[config.mk]
export PLATFORM = sky130hd
export DESIGN_NAME = jesd_8b10b_rd_ctrl
export DESIGN_NICKNAME = d
export VERILOG_FILES = /design/src/rtl/jesd_8b10b_pkg.sv /design/src/rtl/jesd_8b10b_rd_ctrl_popcount10.sv /design/src/rtl/jesd_8b10b_rd_ctrl.sv
export SDC_FILE = /design/constraint.sdc
export NUM_CORES = 1
export LEC_CHECK = 0
export ABC_AREA = 1
export CAP_MARGIN = 10
export CORE_ASPECT_RATIO = 1.5
export CORE_MARGIN = 2
export CORE_UTILIZATION = 29
export CTS_BUF_LIST = sky130_fd_sc_hd__clkbuf_8
export DETAILED_ROUTE_END_ITERATION = 10
export GPL_ROUTABILITY_DRIVEN = 0
export PLACE_DENSITY = 0.57
export REMOVE_ABC_BUFFERS = 1
export SLEW_MARGIN = 20
export SYNTH_ARGS = -nofsm -noshare
export SYNTH_HDL_FRONTEND = slang
export SYNTH_SLANG_ARGS = --single-unit
[constraint.sdc]
create_clock -name clk -period 6.8 [get_ports clk]
set_input_delay 1.02 -clock clk [delete_from_list [all_inputs] [get_ports clk]]
set_output_delay 1.02 -clock clk [all_outputs]
set_load 0.02 [all_outputs]
[src/rtl/jesd_8b10b_pkg.sv]
// Shared 8b/10b constants for the JESD204B transmit path: K-character octets,
// their RD-/RD+ code groups (abcdeifghj, a = bit 9) and the running-disparity encoding.
package jesd_8b10b_pkg;

   typedef enum logic {
      RD_NEG = 1'b0,
      RD_POS = 1'b1
   } rd_t;

   localparam logic [9:0] RESET_CODE_DEF = 10'h274;   // D0.0 RD-

   localparam logic [7:0] K28_0 = 8'h1C;
   localparam logic [7:0] K28_1 = 8'h3C;
   localparam logic [7:0] K28_2 = 8'h5C;
   localparam logic [7:0] K28_3 = 8'h7C;
   localparam logic [7:0] K28_4 = 8'h9C;
   localparam logic [7:0] K28_5 = 8'hBC;
   localparam logic [7:0] K28_6 = 8'hDC;
   localparam logic [7:0] K28_7 = 8'hFC;
   localparam logic [7:0] K23_7 = 8'hF7;
   localparam logic [7:0] K27_7 = 8'hFB;
   localparam logic [7:0] K29_7 = 8'hFD;
   localparam logic [7:0] K30_7 = 8'hFE;

   localparam logic [9:0] K28_0_RDM = 10'h0F4;
   localparam logic [9:0] K28_0_RDP = 10'h30B;
   localparam logic [9:0] K28_1_RDM = 10'h0F9;
   localparam logic [9:0] K28_1_RDP = 10'h306;
   localparam logic [9:0] K28_2_RDM = 10'h0F5;
   localparam logic [9:0] K28_2_RDP = 10'h30A;
   localparam logic [9:0] K28_3_RDM = 10'h0F3;
   localparam logic [9:0] K28_3_RDP = 10'h30C;
   localparam logic [9:0] K28_4_RDM = 10'h0F2;
   localparam logic [9:0] K28_4_RDP = 10'h30D;
   localparam logic [9:0] K28_5_RDM = 10'h0FA;
   localparam logic [9:0] K28_5_RDP = 10'h305;
   localparam logic [9:0] K28_6_RDM = 10'h0F6;
   localparam logic [9:0] K28_6_RDP = 10'h309;
   localparam logic [9:0] K28_7_RDM = 10'h0F8;
   localparam logic [9:0] K28_7_RDP = 10'h307;
   localparam logic [9:0] K23_7_RDM = 10'h3A8;
   localparam logic [9:0] K23_7_RDP = 10'h057;
   localparam logic [9:0] K27_7_RDM = 10'h368;
   localparam logic [9:0] K27_7_RDP = 10'h097;
   localparam logic [9:0] K29_7_RDM = 10'h2E8;
   localparam logic [9:0] K29_7_RDP = 10'h117;
   localparam logic [9:0] K30_7_RDM = 10'h1E8;
   localparam logic [9:0] K30_7_RDP = 10'h217;

endpackage

[src/rtl/jesd_8b10b_rd_ctrl_popcount10.sv]
// Combinational ones counter for a 10-bit code group.
module popcount10 (
   input  logic [9:0] i_bits,
   output logic [3:0] o_ones
);

   always_comb begin
      o_ones = 4'd0;
      for (int i = 0; i < 10; i++) begin
         o_ones = o_ones + {3'd0, i_bits[i]};
      end
   end

endmodule

[src/rtl/jesd_8b10b_rd_ctrl.sv]
// Running-disparity controller: picks the RD-/RD+ ROM result by current RD,
// tracks RD from the chosen symbol's ones-count and registers it for the serializer.
module jesd_8b10b_rd_ctrl
   import jesd_8b10b_pkg::*;
#(
   parameter logic [9:0] RESET_CODE = RESET_CODE_DEF,
   parameter int         CNT_WIDTH  = 16
) (
   input  logic                 clk,
   input  logic                 rst_n,
   input  logic [7:0]           i_data,
   input  logic                 i_k,
   input  logic                 i_valid,
   input  logic                 i_rd_clr,
   output logic [7:0]           o_rom_addr,
   output logic                 o_rom_rd_en,
   output logic                 o_rom_k,
   input  logic [9:0]           i_rdm_code,
   input  logic                 i_rdm_k_error,
   input  logic [9:0]           i_rdp_code,
   input  logic                 i_rdp_k_error,
   output logic [9:0]           o_code,
   output logic                 o_valid,
   output logic                 o_k_error,
   output logic                 o_disp_error,
   output logic                 o_rd,
   output logic [CNT_WIDTH-1:0] o_disp_err_cnt
);

   logic                 r_valid_d1;
   rd_t                  r_rd;
   logic [9:0]           r_code;
   logic                 r_valid;
   logic                 r_k_error;
   logic                 r_disp_error;
   logic [CNT_WIDTH-1:0] r_cnt;

   logic [9:0] w_sel;
   logic       w_kerr;
   logic [3:0] w_ones;
   logic       w_legal;
   rd_t        w_rd_next;

   assign o_rom_addr  = i_data;
   assign o_rom_rd_en = i_valid;
   assign o_rom_k     = i_k;

   assign w_sel  = (r_rd == RD_POS) ? i_rdp_code    : i_rdm_code;
   assign w_kerr = (r_rd == RD_POS) ? i_rdp_k_error : i_rdm_k_error;

   popcount10 u_popcount (
      .i_bits (w_sel),
      .o_ones (w_ones)
   );

   // A balanced symbol keeps RD; an unbalanced one must push RD toward the other side.
   always_comb begin
      w_legal   = 1'b0;
      w_rd_next = r_rd;
      if (w_ones == 4'd5) begin
         w_legal = 1'b1;
      end else if ((w_ones == 4'd6) && (r_rd == RD_NEG)) begin
         w_legal = 1'b1;
         if (r_valid_d1) w_rd_next = RD_POS;
      end else if ((w_ones == 4'd4) && (r_rd == RD_POS)) begin
         w_legal = 1'b1;
         if (r_valid_d1) w_rd_next = RD_NEG;
      end
      if (i_rd_clr) begin
         w_rd_next = RD_NEG;
      end
   end

   always_ff @(posedge clk or negedge rst_n) begin
      if (!rst_n) begin
         r_valid_d1   <= 1'b0;
         r_rd         <= RD_NEG;
         r_code       <= RESET_CODE;
         r_valid      <= 1'b0;
         r_k_error    <= 1'b0;
         r_disp_error <= 1'b0;
         r_cnt        <= '0;
      end else begin
         r_valid_d1   <= i_valid;
         r_rd         <= w_rd_next;
         r_valid      <= r_valid_d1;
         r_k_error    <= r_valid_d1 & w_kerr;
         r_disp_error <= r_valid_d1 & ~w_legal;
         if (r_valid_d1) begin
            r_code <= w_sel;
         end
         if (r_valid_d1 && !w_legal && (r_cnt != {CNT_WIDTH{1'b1}})) begin
            r_cnt <= r_cnt + 1'b1;
         end
      end
   end

   assign o_code         = r_code;
   assign o_valid        = r_valid;
   assign o_k_error      = r_k_error;
   assign o_disp_error   = r_disp_error;
   assign o_rd           = r_rd;
   assign o_disp_err_cnt = r_cnt;

endmodule

After elaboration in Yosys (flattened, before gate mapping)
Index checks and enable logic that the tools add are counted.

word-level totals
  bits of input ports = 35
  output and inout port bits = 40
  RAM bits = 0
  register bits after elaboration = 31
  bits in latches = 0
  memories = 0
  logic and storage cells = 46
  ROM bits = 0

operators by class
  add/subtract/negate cells = 10
  muxes and demuxes = 11
  equal/unequal tests = 7
  div/mod/pow operators = 0
  multiply operators = 0
  reduce and logical (&&, ||, !) cells = 7
  $lt $le $gt $ge = 0
  shifts and indexed selects = 0
  bitwise gates (word level) = 4

operators with widths
  kind                                                              count
  4-bit by 1-bit adder with 4-bit output                            8
  16-bit by 1-bit adder with 16-bit output (second input constant)  1
  16-bit != test (second input constant)                            1
  4-bit by 3-bit == test with 1-bit output (second input constant)  3
  1-bit 2-to-1 mux                                                  10
  10-bit 2-to-1 mux                                                 1
  3-bit != test (second input constant)                             2
  1-bit logical AND                                                 4
  4-bit AND reduction                                               1
  3-bit nonzero test                                                1
  1-bit by 1-bit adder with 2-bit output                            1
  1-bit AND                                                         2
  2-bit != test (second input constant)                             1
  1-bit NOT                                                         2
  1-bit zero test                                                   1

Depth between registers and ports, before layout
  word-level depth = 18
  gate-level depth with buffers = 22
  mapped depth without buffers = 20

Hierarchy
A second synthesis with hierarchy kept.

unflattened totals
  cell total of the unflattened synthesis = 285
  area, all modules = 2092.0 µm²

modules (own cells, without submodules)
  module              times used  area an instance (µm²)  seq. area each (µm²)  cells each
  jesd_8b10b_rd_ctrl  1           1841.8                  782.0                 258
  popcount10          1           250.2                   0.0                   27

Least setup slack after synthesis
Ideal clock, no wire load.

  path type = input to register
  from = input port i_rdp_code[0]
  to = register r_cnt[1] (netlist: o_disp_err_cnt[1])
  data required time = 6.683 ns
  setup slack = 2.149 ns
  arrival time = 4.534 ns
  library setup time = 0.117 ns
  path buffers = 1
  cell stages on the path = 19
  cell sequence = nand2_1 > nand2_1 > ha_1 > inv_1 > fa_1 > fa_1 > fa_1 > inv_1 > fa_1 > fa_1 > nor2_1 > nand2_1 > nand2_1 > inv_1 > nor2_1 > nor2_4 > buf_4 > nand3_1 > nand2_1

on the way
  longest elaborated chain between the ends = 18
  elaborated cells between the ends (all ways) = 21
  those cells by class = add/sub (9); eq/ne (3); mux (4); reduce/logical (5)

ends and longest elaborated chain
  element                                                   RTL line                             text
  start, declared                                           jesd_8b10b_rd_ctrl.sv:20             input logic [9:0] i_rdp_code,
  10-bit 2-to-1 mux (*)                                     jesd_8b10b_rd_ctrl.sv:48             assign w_sel = (r_rd == RD_POS) ? i_rdp_code : i_rdm_code;
  named net u_popcount.i_bits[0]                            jesd_8b10b_rd_ctrl_popcount10.sv:3   input logic [9:0] i_bits,
  1-bit by 1-bit adder with 2-bit output (*)                jesd_8b10b_rd_ctrl_popcount10.sv:10  o_ones = o_ones + {3'd0, i_bits[i]};
  4-bit by 1-bit adder with 4-bit output (*) (8 in series)  jesd_8b10b_rd_ctrl_popcount10.sv:10
  4-bit by 3-bit == test with 1-bit output                  jesd_8b10b_rd_ctrl.sv:65             end else if ((w_ones == 4'd4) && (r_rd == RD_POS)) begin
  1-bit logical AND                                         jesd_8b10b_rd_ctrl.sv:65
  1-bit 2-to-1 mux                                          jesd_8b10b_rd_ctrl.sv:65
  1-bit 2-to-1 mux                                          jesd_8b10b_rd_ctrl.sv:62             end else if ((w_ones == 4'd6) && (r_rd == RD_NEG)) begin
  1-bit 2-to-1 mux (*)                                      jesd_8b10b_rd_ctrl.sv:60             if (w_ones == 4'd5) begin
  1-bit zero test (*)                                       jesd_8b10b_rd_ctrl.sv:92             if (r_valid_d1 && !w_legal && (r_cnt != {CNT_WIDTH{1'b1}})) begin
  1-bit logical AND (*) (2 in series)                       jesd_8b10b_rd_ctrl.sv:92
  end signal, assigned                                      jesd_8b10b_rd_ctrl.sv:93             r_cnt <= r_cnt + 1'b1;
  end, declared                                             jesd_8b10b_rd_ctrl.sv:36             logic [CNT_WIDTH-1:0] r_cnt;

The timed path passes the listed nets; every way through them passes the cells marked *.
A chain may end at the register's enable or synchronous reset.

Worst setup path in the final report
  from = input port i_rdp_code[0]
  to = register r_cnt[6] (netlist: o_disp_err_cnt[6])

Same word-level chain as after synthesis.

==> results.toml <==
[outcome]
status = "completed"

[timing]
tightest_slew_ps = 650
timing.final.crit_share_pct = 74.4
period_needed_ps = 5060
finalHoldWorstSlack_ps = 489
rsz0062_at_grt = "false"
fmax_mhz = 198
hold_viol = 0
drv_slew = 0
setup_viol = 0
fin_tns_setup_ps = 0
slew_headroom_pct = 56.7
finalClockSkew_ps = 15.4

[placed_design]
hpwl_mm = 3.84
portBuffers = 56

[route]
drc = 0
via_per_inst = 4.69
vias = 1856
drtPass1Iterations = 4
drt-total-wl_mm = 5.06
route.detailed.wl_per_inst_um = 12.8
postRouteAntennaNets = 0
drt_iter0_drc = 74

[clock_tree]
cts_max_level = 2
clkTransAtPathRegs_ps = 70
cts_resized = 0
clock_latency_ps = 290
ctsRootBufferMaster = "clkbuf_8"
ctsHoldBuffers = 0
postCtsSetupBuffers = 0
max-clock-path-buffers = 2
cts.sinks = 31
tritoncts = "built"
cts_made_buffers = 5

[synth]
syn_area_mm2 = 0.00208
synthDominantCellAreaShare_pct = 31.3
async_flop_share_pct = 100
synth_cell_types = 26
ys_warn_count = 0
synth_edf_count = 0
synth_top_cell_by_area = "dfrtp_1"
avgSynthCellArea_um2 = 7.70
synth_top_flop_cell = "dfrtp_1"
ys_seq_elements = 31
syn-instance-count = 270
ys_seq_area_share_pct = 37.6
synthTopCellsByArea = "dfrtp_1, nand2_1, dfstp_2"

[critical_path]
cp_max_fo = 16
r2r_slack_ps = 1910
endpoint_kind = "flop"
worstSetupEndpoint = "o_disp_err_cnt[6]$_DFFE_PN0P_"
critical_path_required_ps = 6970
rr_startpoint = "o_rd$_DFFE_PN0P_"
crit_path_start = "i_rdp_code[0]"
worstReg2RegEnd = "o_disp_err_cnt[6]$_DFFE_PN0P_"
crit_top_cell = "nand2_1"
start_kind = "input pin"
max_stage_delay_ps = 560
worstPathCellList = "clkdlybuf4s50_1 -> nand2_1 -> nand2_1 -> ha_1 -> inv_1 -> fa_1 -> fa_1 -> fa_1 -> inv_1 -> fa_1 -> fa_1 -> nor2_1 -> nand2_1 -> nand2_1 -> o21ai_1 -> nand3_2 -> nand2_1 -> nand2_1"
cp_data_arrival_time_ps = 5230
reg2regPathDepth = 18
crit_path_top_delay_cell = "fa_1"
path_class = "in2reg"

[pwr]
p_per_area_mw_per_mm2 = 307
ir_drop_v = 0.000152
p_leak_nw = 1.27

[run]
drv_cap = 0

[min_path]
hold_class = "reg2reg"

[finish]
seqCellArea_um2 = 782
fill_cells = 721
diodes = 0
drive_gt1_share_pct = 5.97
layout.nets = 364
multi_input_area_mm2 = 0.00108
syn2layout_area_growth_pct = 31.5

[global_route]
grt_start_max_net_pins = 32
grt_first_pass_wirelength_mm = 8.73
antenna_found_initial = 0
grt_pass1_vias = 1920
overflow = 0
grt_usage_pct = 14.1

[floorplanning]
io_pins = 75
core_mm2 = 0.00690
rows = 37
die_width_um = 73.1
start_util_pct = 30.1
die_h_um = 108
dieArea_mm2 = 0.00787
[flip-flops by register name, indices dropped and copies added, names as in the netlist]
signal,count
o_disp_err_cnt,16
o_k_error,1
o_disp_error,1
o_rd,1
o_code,10
r_valid_d1,1
o_valid,1
[synth_stat cells, types with 6 or more instances]
cell	number
inv_1	25
nor2_1	25
buf_4	11
mux2i_1	6
nand2_1	93
ha_1	6
dfrtp_1	26
nand3_1	24
o21ai_0	10
fa_1	6
[cell usage in the layout (no fill, tap or decap), drive strengths merged, types with 3 or more instances in the layout]
master,n
a31oi,4
clkbuf,5
clkdlybuf4s50,56
dfrtp,26
dfstp,5
fa,6
ha,6
inv,28
mux2i,6
nand2,93
nand3,26
nand4,6
nor2,28
o21ai,11
xnor2,5
xor2,3
[per-layer routing]
| layer | global-route usage, % | wire length, um |
|---|---|---|
| met4 | 4.89 | 96 |
| met5 | 0 | 0 |
| met3 | 4.03 | 326 |
| met1 | 15.9 | 2020 |
| met2 | 24.6 | 2620 |
[critical path, delay by kind of cell]
kind                     cells  cell delay (ps)
AO/OA/AOI/OAI                1              150
AND/OR/NAND/NOR              8              920
buffers and inverters        3              580
adder cells (fa/ha/maj)      6             2570
[through the flow]
stage / setup slack [ps] / cell area [um^2] / cells / utilization, % / total power, mW
finish: 1740 / 2730 / 396 / 39.6 / 0.838
global route: 1440 / 2730 / 396 / 39.6 / 0.920
CTS: 1690 / 2730 / 396 / 39.6 / 0.851
detailed placement: 1400 / 2630 / 388 / 38.1 / 0.670
global placement: 1560 / 2630 / 388 / 38.1 / 0.658
floorplan: 2170 / 1960 / 253 / - / 0.526
[how the worst min path moves through the flow]
stage,cells past startpoint,to,startpoint,slack [ps]
6_report,2,o_code[7]$_DFFE_PN0P_,o_code[7]$_DFFE_PN0P_,490
5_1_grt,2,o_code[6]$_DFFE_PN1P_,o_code[6]$_DFFE_PN1P_,510
4_1_cts,2,o_code[7]$_DFFE_PN0P_,o_code[7]$_DFFE_PN0P_,490
3_5_place_dp,2,o_code[7]$_DFFE_PN0P_,o_code[7]$_DFFE_PN0P_,480
3_3_place_gp,2,o_code[8]$_DFFE_PN0P_,o_code[8]$_DFFE_PN0P_,460
2_1_floorplan,2,o_code[5]$_DFFE_PN1P_,o_code[5]$_DFFE_PN1P_,520
[kinds of logic after synthesis]
kind of cell / Yosys count / synth area share [%]
adders and majority gates: 12 / 9.39
muxes: 6 / 2.89
buffers and inverters: 43 / 10.3
AOI/OAI and AO/OA: 17 / 4.45
and+or+nand+nor: 153 / 32.0
DFF: 31 / 37.6
xor gates and xnor gates: 8 / 3.37
[cell type report]
type                    count  area share (%)
clock inverters             3            1.37
repair buffers             57            20.8
well taps                  78            3.57
inverters                  26            3.57
clock buffers               5            2.52
flip-flops and latches     31            28.6
multi-input cells         196            39.6
[report_power, final]
part | switching (mW) | internal [mW] | leakage [nW]
Sequential | 0.0327 | 0.218 | 0.390
Clock | 0.0704 | 0.107 | 0.0607
Combinational | 0.244 | 0.166 | 0.823
Total | 0.347 | 0.491 | 1.27
Power figures use the tool's default switching activity.
